==> config.mk <==
export PLATFORM = sky130hd
export DESIGN_NAME = dsp_mac_pipe
export DESIGN_NICKNAME = d
export VERILOG_FILES = /design/src/rtl/dsp_mac_pipe.sv
export SDC_FILE = /design/constraint.sdc
export NUM_CORES = 1
export LEC_CHECK = 0
export BUFFER_PORTS_ARGS = -buffer_cell sky130_fd_sc_hd__buf_2
export CORE_MARGIN = 3
export CORE_UTILIZATION = 53
export CTS_BUF_LIST = sky130_fd_sc_hd__clkbuf_4
export CTS_CLUSTER_DIAMETER = 30
export DETAILED_ROUTE_END_ITERATION = 8
export GPL_TIMING_DRIVEN = 0
export PLACE_DENSITY = 0.71
export RECOVER_POWER = 25
export SLEW_MARGIN = 20
export SYNTH_ARGS = -nofsm -noshare
export SYNTH_HDL_FRONTEND = slang
export SYNTH_SLANG_ARGS = --single-unit
export TNS_END_PERCENT = 50
==> constraint.sdc <==
create_clock -name clk -period 5.7 [get_ports clk]
set_input_delay 1.14 -clock clk [delete_from_list [all_inputs] [get_ports clk]]
set_output_delay 1.14 -clock clk [all_outputs]
set_load 0.01 [all_outputs]
==> src/rtl/dsp_mac_pipe.sv <==
// dsp_mac_pipe: 3-stage signed add/multiply/multiply-accumulate pipeline with optional saturation
module dsp_mac_pipe #(
    parameter int A_W   = 8,
    parameter int B_W   = 8,
    parameter int ACC_W = 48,
    parameter int SAT   = 0
) (
    input  logic                    clk,
    input  logic                    reset,
    input  logic                    in_valid,
    input  logic signed [A_W-1:0]   a,
    input  logic signed [B_W-1:0]   b,
    input  logic [1:0]              mode,
    input  logic                    acc_clr,
    output logic                    out_valid,
    output logic signed [ACC_W-1:0] p,
    output logic                    ovf
);
    localparam int PW = A_W + B_W;
    localparam logic [1:0] MODE_ADD = 2'b00;
    localparam logic [1:0] MODE_MAC = 2'b10;
    localparam logic signed [ACC_W-1:0] ACC_MAX = {1'b0, {(ACC_W-1){1'b1}}};
    localparam logic signed [ACC_W-1:0] ACC_MIN = {1'b1, {(ACC_W-1){1'b0}}};

    if (ACC_W < PW + 1) begin : g_width_check
        $error("dsp_mac_pipe: ACC_W must be at least A_W+B_W+1");
    end

    logic                    v1, v2, clr1, clr2, mac2;
    logic [1:0]              mode1;
    logic signed [A_W-1:0]   a1;
    logic signed [B_W-1:0]   b1;
    logic signed [PW-1:0]    prod;
    logic signed [ACC_W-1:0] m, m_next, acc, acc_next;
    logic signed [ACC_W:0]   s;
    logic                    ovf_hit;

    // Stage 1: capture operands and control; data regs hold across bubbles
    always_ff @(posedge clk or posedge reset) begin
        if (reset) begin
            v1    <= 1'b0;
            a1    <= '0;
            b1    <= '0;
            mode1 <= '0;
            clr1  <= 1'b0;
        end else begin
            v1 <= in_valid;
            if (in_valid) begin
                a1    <= a;
                b1    <= b;
                mode1 <= mode;
                clr1  <= acc_clr;
            end
        end
    end

    // Stage 2 datapath: the product stays at A_W+B_W so it maps onto a DSP multiplier
    always_comb begin
        prod   = {{B_W{a1[A_W-1]}}, a1} * {{A_W{b1[B_W-1]}}, b1};
        m_next = (mode1 == MODE_ADD)
               ? {{(ACC_W-A_W){a1[A_W-1]}}, a1} + {{(ACC_W-B_W){b1[B_W-1]}}, b1}
               : {{(ACC_W-PW){prod[PW-1]}}, prod};
    end

    // Stage 2: register add/product result and forward MAC control
    always_ff @(posedge clk or posedge reset) begin
        if (reset) begin
            v2   <= 1'b0;
            m    <= '0;
            mac2 <= 1'b0;
            clr2 <= 1'b0;
        end else begin
            v2 <= v1;
            if (v1) begin
                m    <= m_next;
                mac2 <= (mode1 == MODE_MAC);
                clr2 <= clr1;
            end
        end
    end

    // Accumulate one bit wider so a sign disagreement in the top two bits flags overflow
    always_comb begin
        s        = {acc[ACC_W-1], acc} + {m[ACC_W-1], m};
        ovf_hit  = s[ACC_W] ^ s[ACC_W-1];
        acc_next = (!ovf_hit || SAT == 0) ? s[ACC_W-1:0] : (s[ACC_W] ? ACC_MIN : ACC_MAX);
    end

    // Stage 3: result register, accumulator feedback and sticky overflow
    always_ff @(posedge clk or posedge reset) begin
        if (reset) begin
            out_valid <= 1'b0;
            p         <= '0;
            acc       <= '0;
            ovf       <= 1'b0;
        end else begin
            out_valid <= v2;
            if (v2) begin
                if (!mac2) begin
                    p <= m;
                end else if (clr2) begin
                    acc <= m;
                    p   <= m;
                    ovf <= 1'b0;
                end else begin
                    acc <= acc_next;
                    p   <= acc_next;
                    if (ovf_hit) ovf <= 1'b1;
                end
            end
        end
    end
endmodule

[Word level (Yosys, flattened, before mapping)]
Index checks and enable logic that the tools add are counted.
Storage, ports and cells
  logic and storage cells: 27
  output and inout port bits: 50
  flip-flop bits (word level): 169
Cells by class
  equal/unequal tests: 1
  add/sub/neg operators: 2
  bitwise logic cells: 1
  muxes and demuxes: 5
  multipliers: 1
  reduce and logical (&&, ||, !) cells: 4
Operator list (number)
  $mux 48: 3
  $add 48x48->49: 1
  $mul 8x8->16: 1
  $add 8x8->9: 1
  $reduce_and 3->1: 1
  $eq 2x2->1 const B: 1
  $logic_not 2->1: 1
  $mux 1: 2
  $reduce_and 2->1: 1
  $reduce_bool 2->1: 1
  $xor 1x1->1: 1

[Depth between registers and ports, before layout]
  depth in word-level cells: 4
  gate-level depth with buffers: 19

[Worst setup path before layout]
OpenSTA, ideal clock, no wires.
  path kind: reg2reg
  from: reg b1[3]
  to: reg m[46]
  period minus slack after synthesis: 4457 ps
  stages on the path, launching flop included: 18
  required time: 5568 ps
  path slack: 1243 ps
  setup time: 132 ps
  path buffers: 0
  arrival time: 4325 ps
  cells stage by stage: dfrtp_1 -> and2_1 -> fa_1 -> inv_1 -> fa_1 -> inv_1 -> fa_1 -> inv_1 -> fa_1 -> inv_1 -> ha_1 -> a21o_1 -> a21oi_1 -> o21ai_0 -> a21o_1 -> a21oi_1 -> xnor2_1 -> o21ai_0
Between the ends
  longest elaborated chain between the ends: 2
Ends and longest elaborated chain
  from (decl): line 32  | logic signed [B_W-1:0] b1;
  from (signal assigned): line 43  | b1 <= '0;
  from (signal assigned): line 50  | b1 <= b;
  $mul 8x8->16 or $add 8x8->9 (tied branches): line 59, 61
  $mux 48 *: line 61  | ? {{(ACC_W-A_W){a1[A_W-1]}}, a1} + {{(ACC_W-B_W){b1[B_W-1]}}, b1}
  to (signal assigned): line 75  | m <= m_next;
  to (decl): line 34  | logic signed [ACC_W-1:0] m, m_next, acc, acc_next;
Every way passes the cells marked *; elsewhere a longest branch is shown, timed or not.
A chain may end at the register's enable or synchronous reset.

[Worst setup path after layout]
Ends and elaborated chain as after synthesis.

==> results.yml <==
global_route:
  grt_usage: 0.2566
  grt_max_degree: 100
  grtUsageMet1: 0.3846
  grt_pass1_wl_um: 45710
  met2_usage: 0.3983
  busiest_layer: "met2"
  antenna_found_initial: 1
  grtUsageMet3: 0.04254
  grt-ovfl-total: 0
  first_global_vias: 8934
clock_network:
  cts_resized: 0
  clockBufferDepth: 2
  htreeDepth: 4
  cts_inserted_buffers: 17
  cts_tree: "built"
  cts_setup_buffers: 0
  holdBufCountCts: 0
  root_buffer: "clkbuf_4"
  cts.clk_slew.worst_paths_ns: 0.13
  cts_num_sinks: 137
  clk_latency_ns: 0.56
critical_path:
  rrSetupSlack_ns: 0.83
  crit_path_max_incr_delay_ns: 0.57
  start_kind: "register"
  end_kind: "register"
  crit_type: "register to register"
  path_buf_inv: 4
  rr_worst_depth: 17
  cp_cell_sequence: "and2_1 -> fa_1 -> inv_1 -> fa_1 -> inv_1 -> fa_1 -> inv_1 -> fa_1 -> inv_1 -> ha_1 -> a21o_1 -> a21oi_1 -> o21ai_0 -> a21o_1 -> a21oi_1 -> xnor2_1 -> o21ai_0"
  crit_slowest_cell: "fa_1"
  path_max_fanout: 9
  path_depth: 17
  crit_arrival_ns: 5.31
  critPathTopFamily: "adder cells"
  required_ns: 6.14
sta:
  finalSetupTns_ns: 0
  drv_slew: 140
  clock_skew_ns: 0.01730
  worstMarginPinSlew_ns: 2.486
  finalSetupViolCount: 0
  hold_violations: 0
  fin_crit_sh: 0.8543
  rsz0062_at_grt: "no"
  holdWs_ns: 0.4035
  slew_headroom: -0.6570
  period_needed_ns: 4.869
  timing.final.ws_setup_ns: 0.8307
  clock.fmax_mhz: 205.4
place:
  gp_congestion: 0.8980
  place_area_um2: 11570
  port_buffers: 71
  dp_hpwl_um: 20590
  dp_slack_ns: 0.8606
worst_hold_path:
  hold_depth: 0
  hold_path_class: "register to register"
routing:
  drc_errors: 0
  wl_per_cell_um: 17.46
  first_pass_iters: 5
  num_vias: 8831
  vias_per_cell: 5.716
  first_iter_violations: 618
  ant_nets: 0
  drt-total-wl_um: 26970
floorplanning:
  start_util: 0.5468
  die_w_um: 148.9
  rows: 51
  die_area_um2: 22160
  die_h_um: 148.9
  io_pins: 72
  core_um2: 19780
power:
  p_total_w: 0.007522
  p_leak_nw: 5.676
  cellPowerDensity_nw_per_um2: 637.6
  vdd_drop_max_v: 0.0004288
synth:
  synth_seq_area_share: 0.3169
  synth_area_um2: 10820
  ys_ff_latch: 137
  async_reset_ff_frac: 1.000
  syn_area_per_cell_um2: 9.206
  ys.flop_type: "dfrtp_1"
  synthCells: 1175
  synth-edff-count: 0
  synthesis.nets: 1340
  ys.warnings.count: 0
  netlist-cell-type-count: 60
layout:
  final_cell_area_um2: 11800
  drive_gt1_frac: 0.1103
  most-common-layout-cells: "136 x dfrtp_1, 122 x a21oi_1, 108 x inv_1, 99 x nand2_1, 86 x ha_1"
  fillers: 1774
  layout_commonest_cell: "dfrtp_1"
  nNetsFinal: 1432
  syn2layout_area_growth_pct: 9.069
run_status:
  violations: "max-capacitance violations, max-slew violations"
  run_status: "finished with violations"
job:
  maxCapViolCount: 2
[where the power goes]
group | internal (W) | total, W | switching, W | leakage (nW)
combinational | 0.00218 | 0.00521 | 0.00303 | 3.87
sequential | 0.00136 | 0.00167 | 0.000317 | 1.67
clock | 0.000264 | 0.000635 | 0.000370 | 0.136
total | 0.00380 | 0.00752 | 0.00372 | 5.68
[logic make-up after synthesis]
logic type               after synthesis  share of synthesized area
AO/OA/AOI/OAI                        356                     0.2202
flip-flops                           137                     0.3169
AND/OR/NAND/NOR                      282                     0.1197
XOR/XNOR                              66                    0.05344
adder cells (fa/ha/maj)              143                     0.2050
buffers and inverters                164                    0.05760
multiplexers                          27                    0.02707
[layout make-up]
cell class | instances | area [um2] | area share
Buffer | 54 | 210.2 | 0.01782
Timing Repair Buffer | 73 | 386.6 | 0.03277
Multi-Input combinational cell | 874 | 6765 | 0.5734
Tap cell | 265 | 331.6 | 0.02810
Clock buffer | 20 | 150.1 | 0.01273
Clock inverter | 10 | 105.1 | 0.008909
Antenna cell | 2 | 5.005 | 0.0004242
Sequential cell | 137 | 3430 | 0.2907
Inverter | 110 | 414.1 | 0.03510
[routing by layer]
| metal | up-vias | routed length [um] |
|---|---|---|
| met2 | 219 | 11940 |
| met4 | 0 | 314 |
| met5 | - | 0 |
| li1 | 4291 | - |
| met1 | 4299 | 13370 |
| met3 | 22 | 1345 |
[state kept, by name (all words and copies together) (netlist names)]
register   count
out_valid      1
clr1           1
mac2           1
mode1          2
v1             1
clr2           1
p             48
m             16
acc           48
b1             8
a1             8
ovf            1
v2             1
[stage by stage]
stage,util,instances
2_1_floorplan,-,1175
5_1_grt,0.5963,1544
3_5_place_dp,0.5848,1513
4_1_cts,0.5977,1543
6_report,0.5964,1545
3_3_place_gp,0.5815,1511
[synthesized netlist by cell type (2+ instances only)]
master    count  area [um2]
a211o_1       5       43.79
a211oi_1      7       52.55
a21boi_0      4       30.03
a21o_1       34       255.2
a21oi_1     122       610.6
a21oi_2       4       35.03
a221o_1      42       420.4
a221oi_2      2       30.03
a31oi_1      12       75.07
a41oi_1       3       26.28
a41oi_2       2       32.53
and2_1       41       256.5
and3_1        4       25.02
buf_1         4       15.01
clkbuf_1     49       183.9
dfrtp_1     137        3428
fa_1         57        1141
ha_1         86        1076
inv_1       109       409.1
mux2_2       18       202.7
mux2i_1       9       90.09
nand2_1      99       371.6
nand2b_1      8       50.05
nand3_1       9       45.04
nand4_1      10       62.56
nor2_1       81       304.0
nor2b_1      13       81.33
nor3_1        8       40.04
nor4_1        2       12.51
o211ai_1      6       45.04
o21a_1        6       45.04
o21ai_0      50       250.2
o21ai_1      19       95.09
o21bai_1     12       90.09
o221ai_1      4       35.03
o22ai_1       2       12.51
o31ai_1       5       37.54
or2_2         4       25.02
xnor2_1      35       306.5
xor2_1       31       271.5
[worst paths after layout]
| check | startpoint | end |
|---|---|---|
| setup / recovery | b1[3] | m[46] |
| hold / removal | v1 | v2 |
| setup reg to reg | b1[3] | m[46] |
| hold reg to reg | v1 | v2 |
| max in group asynchronous | reset | m[46] |
| min in group asynchronous | reset | p[1] |
Note: power is estimated with default switching activity, not from simulation.
